File: src/rtl/uart_rx_fifo.sv
// uart_rx_fifo: UART receiver feeding a small circular FIFO that is drained
// over a valid/ready handshake. Reports framing errors and FIFO overrun.
// Frame format is 8N1 by default; defining UART_RX_PARITY_EN builds an 8E1
// receiver with an extra PARITY state and parity check.
//
// state    | meaning
// ---------+---------------------------------------------------------
// S_IDLE   | waiting for a falling edge on the synchronized line
// S_START  | half-bit wait, then confirm the start bit is still low
// S_DATA   | eight data samples, LSB first, one bit period apart
// S_PARITY | even parity sample (only with UART_RX_PARITY_EN)
// S_STOP   | stop sample; push the byte or flag a framing error
module uart_rx_fifo #(
    parameter int CLKS_PER_BIT = 10,
    parameter int FIFO_DEPTH   = 4
) (
    input  logic                               i_clk,
    input  logic                               i_rst_n,
    input  logic                               i_ena,
    input  logic                               i_rx,
    output logic [7:0]                         o_out_data,
    output logic                               o_out_valid,
    input  logic                               i_out_ready,
    output logic [$clog2(FIFO_DEPTH+1)-1:0]    o_fifo_count,
    output logic                               o_frame_err,
    output logic                               o_overrun,
    input  logic                               i_clr_overrun
);

    localparam int L_CW = $clog2(CLKS_PER_BIT);
    localparam int L_PW = $clog2(FIFO_DEPTH);
    localparam int L_NW = $clog2(FIFO_DEPTH + 1);

    localparam logic [L_CW-1:0] L_HALF_LAST = L_CW'(CLKS_PER_BIT / 2 - 1);
    localparam logic [L_CW-1:0] L_BIT_LAST  = L_CW'(CLKS_PER_BIT - 1);
    localparam logic [L_NW-1:0] L_FULL      = L_NW'(FIFO_DEPTH);

    typedef enum logic [2:0] {
        S_IDLE,
        S_START,
        S_DATA,
`ifdef UART_RX_PARITY_EN
        S_PARITY,
`endif
        S_STOP
    } state_t;

    state_t            r_state;
    state_t            w_state_nxt;

    logic              r_rx_meta;
    logic              r_rx_s;
    logic              r_rx_d;
    logic              w_fall;

    logic [L_CW-1:0]   r_cnt;
    logic [2:0]        r_bit_idx;
    logic [7:0]        r_shift;

    logic              w_cnt_clr;
    logic              w_shift;
    logic              w_push_req;
    logic              w_ferr;

`ifdef UART_RX_PARITY_EN
    logic              r_par_err;
    logic              w_par_smp;
`endif

    logic [7:0]        r_mem [FIFO_DEPTH];
    logic [L_PW-1:0]   r_wr_ptr;
    logic [L_PW-1:0]   r_rd_ptr;
    logic [L_NW-1:0]   r_count;
    logic              r_frame_err;
    logic              r_overrun;

    logic              w_full;
    logic              w_pop;
    logic              w_push;
    logic              w_ovr_set;

    assign w_fall = r_rx_d & ~r_rx_s;

    // Two-flop synchronizer on the serial line plus one delay stage for edge detect
    always_ff @(posedge i_clk) begin
        if (!i_rst_n) begin
            r_rx_meta <= 1'b1;
            r_rx_s    <= 1'b1;
            r_rx_d    <= 1'b1;
        end else begin
            r_rx_meta <= i_rx;
            r_rx_s    <= r_rx_meta;
            r_rx_d    <= r_rx_s;
        end
    end

    // Receiver state register
    always_ff @(posedge i_clk) begin
        if (!i_rst_n) begin
            r_state <= S_IDLE;
        end else begin
            r_state <= w_state_nxt;
        end
    end

    // Next-state logic and per-cycle strobes for the bit datapath and FIFO
    always_comb begin
        w_state_nxt = r_state;
        w_cnt_clr   = 1'b0;
        w_shift     = 1'b0;
        w_push_req  = 1'b0;
        w_ferr      = 1'b0;
`ifdef UART_RX_PARITY_EN
        w_par_smp   = 1'b0;
`endif
        case (r_state)
            S_IDLE: begin
                if (w_fall) begin
                    w_state_nxt = S_START;
                    w_cnt_clr   = 1'b1;
                end
            end
            S_START: begin
                if (r_cnt == L_HALF_LAST) begin
                    w_cnt_clr   = 1'b1;
                    w_state_nxt = r_rx_s ? S_IDLE : S_DATA;
                end
            end
            S_DATA: begin
                if (r_cnt == L_BIT_LAST) begin
                    w_cnt_clr = 1'b1;
                    w_shift   = 1'b1;
                    if (r_bit_idx == 3'd7) begin
`ifdef UART_RX_PARITY_EN
                        w_state_nxt = S_PARITY;
`else
                        w_state_nxt = S_STOP;
`endif
                    end
                end
            end
`ifdef UART_RX_PARITY_EN
            S_PARITY: begin
                if (r_cnt == L_BIT_LAST) begin
                    w_cnt_clr   = 1'b1;
                    w_par_smp   = 1'b1;
                    w_state_nxt = S_STOP;
                end
            end
`endif
            S_STOP: begin
                if (r_cnt == L_BIT_LAST) begin
                    w_cnt_clr   = 1'b1;
                    w_state_nxt = S_IDLE;
`ifdef UART_RX_PARITY_EN
                    if (r_rx_s && !r_par_err) begin
`else
                    if (r_rx_s) begin
`endif
                        w_push_req = 1'b1;
                    end else begin
                        w_ferr = 1'b1;
                    end
                end
            end
            default: begin
                w_state_nxt = S_IDLE;
            end
        endcase
        // Disabled receiver: abandon any frame without side effects
        if (!i_ena) begin
            w_state_nxt = S_IDLE;
            w_cnt_clr   = 1'b1;
            w_shift     = 1'b0;
            w_push_req  = 1'b0;
            w_ferr      = 1'b0;
`ifdef UART_RX_PARITY_EN
            w_par_smp   = 1'b0;
`endif
        end
    end

    // Bit-period counter, bit index and LSB-first shift register
    always_ff @(posedge i_clk) begin
        if (!i_rst_n) begin
            r_cnt     <= '0;
            r_bit_idx <= 3'd0;
            r_shift   <= 8'h00;
        end else begin
            if (w_cnt_clr || r_state == S_IDLE) begin
                r_cnt <= '0;
            end else begin
                r_cnt <= r_cnt + L_CW'(1);
            end
            if (r_state == S_IDLE) begin
                r_bit_idx <= 3'd0;
            end else if (w_shift) begin
                r_bit_idx <= r_bit_idx + 3'd1;
            end
            if (w_shift) begin
                r_shift <= {r_rx_s, r_shift[7:1]};
            end
        end
    end

`ifdef UART_RX_PARITY_EN
    // Even parity: the received parity bit must equal the XOR of the data bits
    always_ff @(posedge i_clk) begin
        if (!i_rst_n) begin
            r_par_err <= 1'b0;
        end else if (w_par_smp) begin
            r_par_err <= r_rx_s ^ (^r_shift);
        end
    end
`endif

    assign w_full     = (r_count == L_FULL);
    assign w_pop      = o_out_valid & i_out_ready;
    // A pop in the same cycle frees the slot, so a full FIFO still accepts the byte
    assign w_push     = w_push_req & (~w_full | w_pop);
    assign w_ovr_set  = w_push_req & w_full & ~w_pop;

    // FIFO storage; contents need no reset since out_data is masked when empty
    always_ff @(posedge i_clk) begin
        if (w_push) begin
            r_mem[r_wr_ptr] <= r_shift;
        end
    end

    // FIFO pointers and occupancy count
    always_ff @(posedge i_clk) begin
        if (!i_rst_n) begin
            r_wr_ptr <= '0;
            r_rd_ptr <= '0;
            r_count  <= '0;
        end else begin
            if (w_push) begin
                r_wr_ptr <= r_wr_ptr + L_PW'(1);
            end
            if (w_pop) begin
                r_rd_ptr <= r_rd_ptr + L_PW'(1);
            end
            case ({w_push, w_pop})
                2'b10:   r_count <= r_count + L_NW'(1);
                2'b01:   r_count <= r_count - L_NW'(1);
                default: r_count <= r_count;
            endcase
        end
    end

    // Frame error pulse and sticky overrun flag (a new overrun beats the clear)
    always_ff @(posedge i_clk) begin
        if (!i_rst_n) begin
            r_frame_err <= 1'b0;
            r_overrun   <= 1'b0;
        end else begin
            r_frame_err <= w_ferr;
            if (w_ovr_set) begin
                r_overrun <= 1'b1;
            end else if (i_clr_overrun) begin
                r_overrun <= 1'b0;
            end
        end
    end

    assign o_out_valid  = (r_count != '0);
    assign o_out_data   = o_out_valid ? r_mem[r_rd_ptr] : 8'h00;
    assign o_fifo_count = r_count;
    assign o_frame_err  = r_frame_err;
    assign o_overrun    = r_overrun;

endmodule
File: config.mk
export PLATFORM = sky130hd
export DESIGN_NAME = uart_rx_fifo
export DESIGN_NICKNAME = d
export VERILOG_FILES = /design/src/rtl/uart_rx_fifo.sv
export SDC_FILE = /design/constraint.sdc
export NUM_CORES = 1
export LEC_CHECK = 0
export CAP_MARGIN = 20
export CORE_MARGIN = 4
export CORE_UTILIZATION = 45
export CTS_CLUSTER_SIZE = 16
export DETAILED_ROUTE_END_ITERATION = 7
export SKIP_CTS_REPAIR_TIMING = 1
export SLEW_MARGIN = 20
export SYNTH_ARGS = -nofsm -noshare
export SYNTH_HDL_FRONTEND = slang
export SYNTH_SLANG_ARGS = --single-unit
File: constraint.sdc
create_clock -name i_clk -period 3.9 [get_ports i_clk]
set_clock_uncertainty 0.05 [all_clocks]
set_input_delay 0.78 -clock i_clk [delete_from_list [all_inputs] [get_ports i_clk]]
set_output_delay 0.78 -clock i_clk [all_outputs]
set_load 0.02 [all_outputs]
==> results.md <==
* Top cell type by total area after synthesis: edfxtp_1
* IO Port Bufs at 19
* Layout Utilization at 0.553
* Die Area at between 0.007 and 0.008 mm²
* Total gr overflow at 0
* Fillers at 490
* Yosys reg bits at 63
* # setup viols final at 0
* Tot Pwr at 1.31 mW
* Synthesized instance count at 200
* Rows at 27
* Post-synth ARST share at 0
* Hpwl dp at 3.10 mm
* Routed wl met2 at 2.30 mm
* Final hold vios at 0
* EDFF count, synth at 32
* Slew headroom at 0.626
* Largest family of logic cells by synthesized area: simple AND/OR/NAND/NOR gates
* Post-route ant nets at 0
* Clock-pin slew on the worst setup and hold paths at 0.07 ns
* Least-Margin Pin Slew at 0.561 ns
* Final nets at around 240
* WL/cell at roughly 15 µm
* FMAX at 322 MHz
* H-tree level count at 3
* Status: finished clean
* DR top layer: met4
* Share of the synthesized area in the top cell type at 0.364
* Crit-path max cell delay at 0.68 ns
* WP data required at 3.07 ns
* Clock Path Buffers at 2
* DR vias/cell at 5.07
* HP Start: r_rx_meta
* Clock root buffer: clkbuf_8
* Clk sinks at 63
* Die Span X at 84.6 µm
* Initial antenna violation count at 0
* Cell area power density at 421 mW/mm²
* Slowest-stage cell, CP: dfxtp_1
* DR DRC count at 0
* Mapped cell area at 0.00264 mm²
* Post-Route WL at approximately 4.4 mm
* Tmin final at just over 3 ns
* Gpl congestion at 0.767
* Sequential share of the synthesized area at 0.599
* LEAKAGE at 1.15 nW
* Worst setup EP type: output port
* Synth Area in Adders at 0.0502
* Met1 WL at 1.94 mm
* Post-route clock period utilization at 0.797
* Post-synthesis mux area share at 0.127
* Fin area at just over 0.003 mm²
* Die Ht at 84.6 µm
* Total global-route track usage at 0.138
* First-pass DRT Iterations at 4
* Avg Synthesized Cell Area at around 13 µm²
* Total CTS buffers at 9
* N_diodes at 0
* RSZ-0062 raised after global routing: false
* Routed via count at 1521
* Cell variety after synth at 40
* Ys Warns at 0
* 1st-iter DRT viols at 57
* Number of placed I/O pins at 20
* Max rail drop VDD at 0.303 mV
* DR WL met3 at 117 µm
* Initial Util at 0.471
* Nets in the synthesized netlist at approximately 220
* Critical R2R Launch: o_fifo_count[2]
* Synth Area in XOR/XNOR at 0.0199
* Worst EP arrival at 2.28 ns
* Worst setup SP type: register
* Slew Viols, Final at 0
* Vias in the first global route at 1552
* Hold Crit Class: reg2reg
* Synth Area in Simple Gates at 0.136
* Area grow syn2layout at 17.5%
* Share of cells above drive strength 1 at 0.149
* Largest net degree at the start of global routing at 16
* Wire length of the first global-routing pass at 7.53 mm
* Placed cell area at 0.00289 mm²
* Setup total negative slack at 0 ns
* Top cells by area, synth: edfxtp_1 36%, dfxtp_1 24%, mux4_2 6.8%
* Max capacitance violation total at 0
* Worst-Skew Late Latency at 0.32 ns
* CP Class: reg2out
* Compound-Gate Fraction of Synth Area at 0.0379
* Setup ws final at 0.791 ns
* Core box area at 0.00561 mm²
* TritonCTS clock tree: built
* Critical path, cell by cell: mux4_2 -> and2_1 -> clkdlybuf4s50_1
* Main synth FF type: edfxtp_1
* CP Max Fanout at 8
* Setup WS pre-CTS at 0.823 ns
## sequential cells by signal (all words and copies together) (netlist names), named ones only
name and cells:
r_cnt 4, r_rx_s 1, o_overrun 1, r_state 2
r_rx_d 1, r_bit_idx 3, r_rx_meta 1, o_fifo_count 3
r_mem 32, r_shift 8, r_wr_ptr 2, r_rd_ptr 2
o_frame_err 1
## logic make-up after synthesis
family,Yosys count
adders and majority gates,10
AOI/OAI and AO/OA,12
xor gates and xnor gates,6
buffers and inverters,19
muxes,23
DFF,63
and+or+nand+nor,67
## report_power, final
group / internal [mW] / switching, mW / total, mW
sequential: 0.690 / 0.00109 / 0.691
clock: 0.357 / 0.242 / 0.600
combinational: 0.00667 / 0.00884 / 0.0155
total: 1.05 / 0.252 / 1.31
## critical path, delay by kind of cell, from the launching register on
family,cells,cell delay (ns)
and+or+nand+nor,1,0.18
buffers and inverters,1,0.53
DFF,1,0.68
muxes,1,0.56
## cell usage after synthesis, types with 4 or more instances
master    number
inv_1         11
and2_1         8
edfxtp_1      32
nand2_1        7
dfxtp_1       31
xnor2_1        4
mux4_2         8
mux2i_1       14
nor2_1        25
clkbuf_1       4
and2_2         4
nor3_1         5
ha_1           9
## layout make-up
class	instances	area, µm²	share of cell area
Tap cell	72	90.1	0.0290
Clock inverter	6	85.1	0.0274
Clock buffer	10	128	0.0411
Sequential cell	63	1580	0.510
Inverter	11	41.3	0.0133
Multi-Input combinational cell	118	980	0.316
Timing Repair Buffer	20	198	0.0637
## final timing paths
kind / endpoint / slack (ns) / cells after the start
max reg2reg: o_fifo_count[2] / 1.38 / 7
max: o_out_data[7] / 0.79 / 3
min reg2reg: r_rx_s / 0.38 / 1
min: r_rx_s / 0.38 / 1
## metal layers
metal,vias up,global-route usage
met1,734,0.165
li1,758,-
met5,-,0
met4,0,0.0734
met3,9,0.0353
met2,20,0.227
## placed cells by master (no fill, tap or decap), types with 3 or more instances in the layout
| cell type | Yosys | layout |
|---|---|---|
| edfxtp_1 | 32 | 32 |
| dfxtp_1 | 31 | 31 |
| nor2_1 | 25 | 25 |
| clkdlybuf4s50_1 | 0 | 19 |
| mux2i_1 | 14 | 14 |
| inv_1 | 11 | 11 |
| ha_1 | 9 | 9 |
| clkbuf_8 | 0 | 9 |
| mux4_2 | 8 | 8 |
| and2_1 | 8 | 8 |
| nand2_1 | 7 | 7 |
| nor3_1 | 5 | 5 |
| and2_2 | 4 | 4 |
| xnor2_1 | 4 | 4 |
| o21ai_0 | 3 | 3 |
| nand3_1 | 3 | 3 |
| nand2b_1 | 3 | 3 |
## through the flow
stage	hold slack [ns]	std cells
3_5_place_dp	0.378	284
2_1_floorplan	0.336	200
5_1_grt	0.404	300
3_3_place_gp	0.342	284
6_report	0.382	300
4_1_cts	0.394	300
No activity file was read; power rests on OpenSTA's default activity.
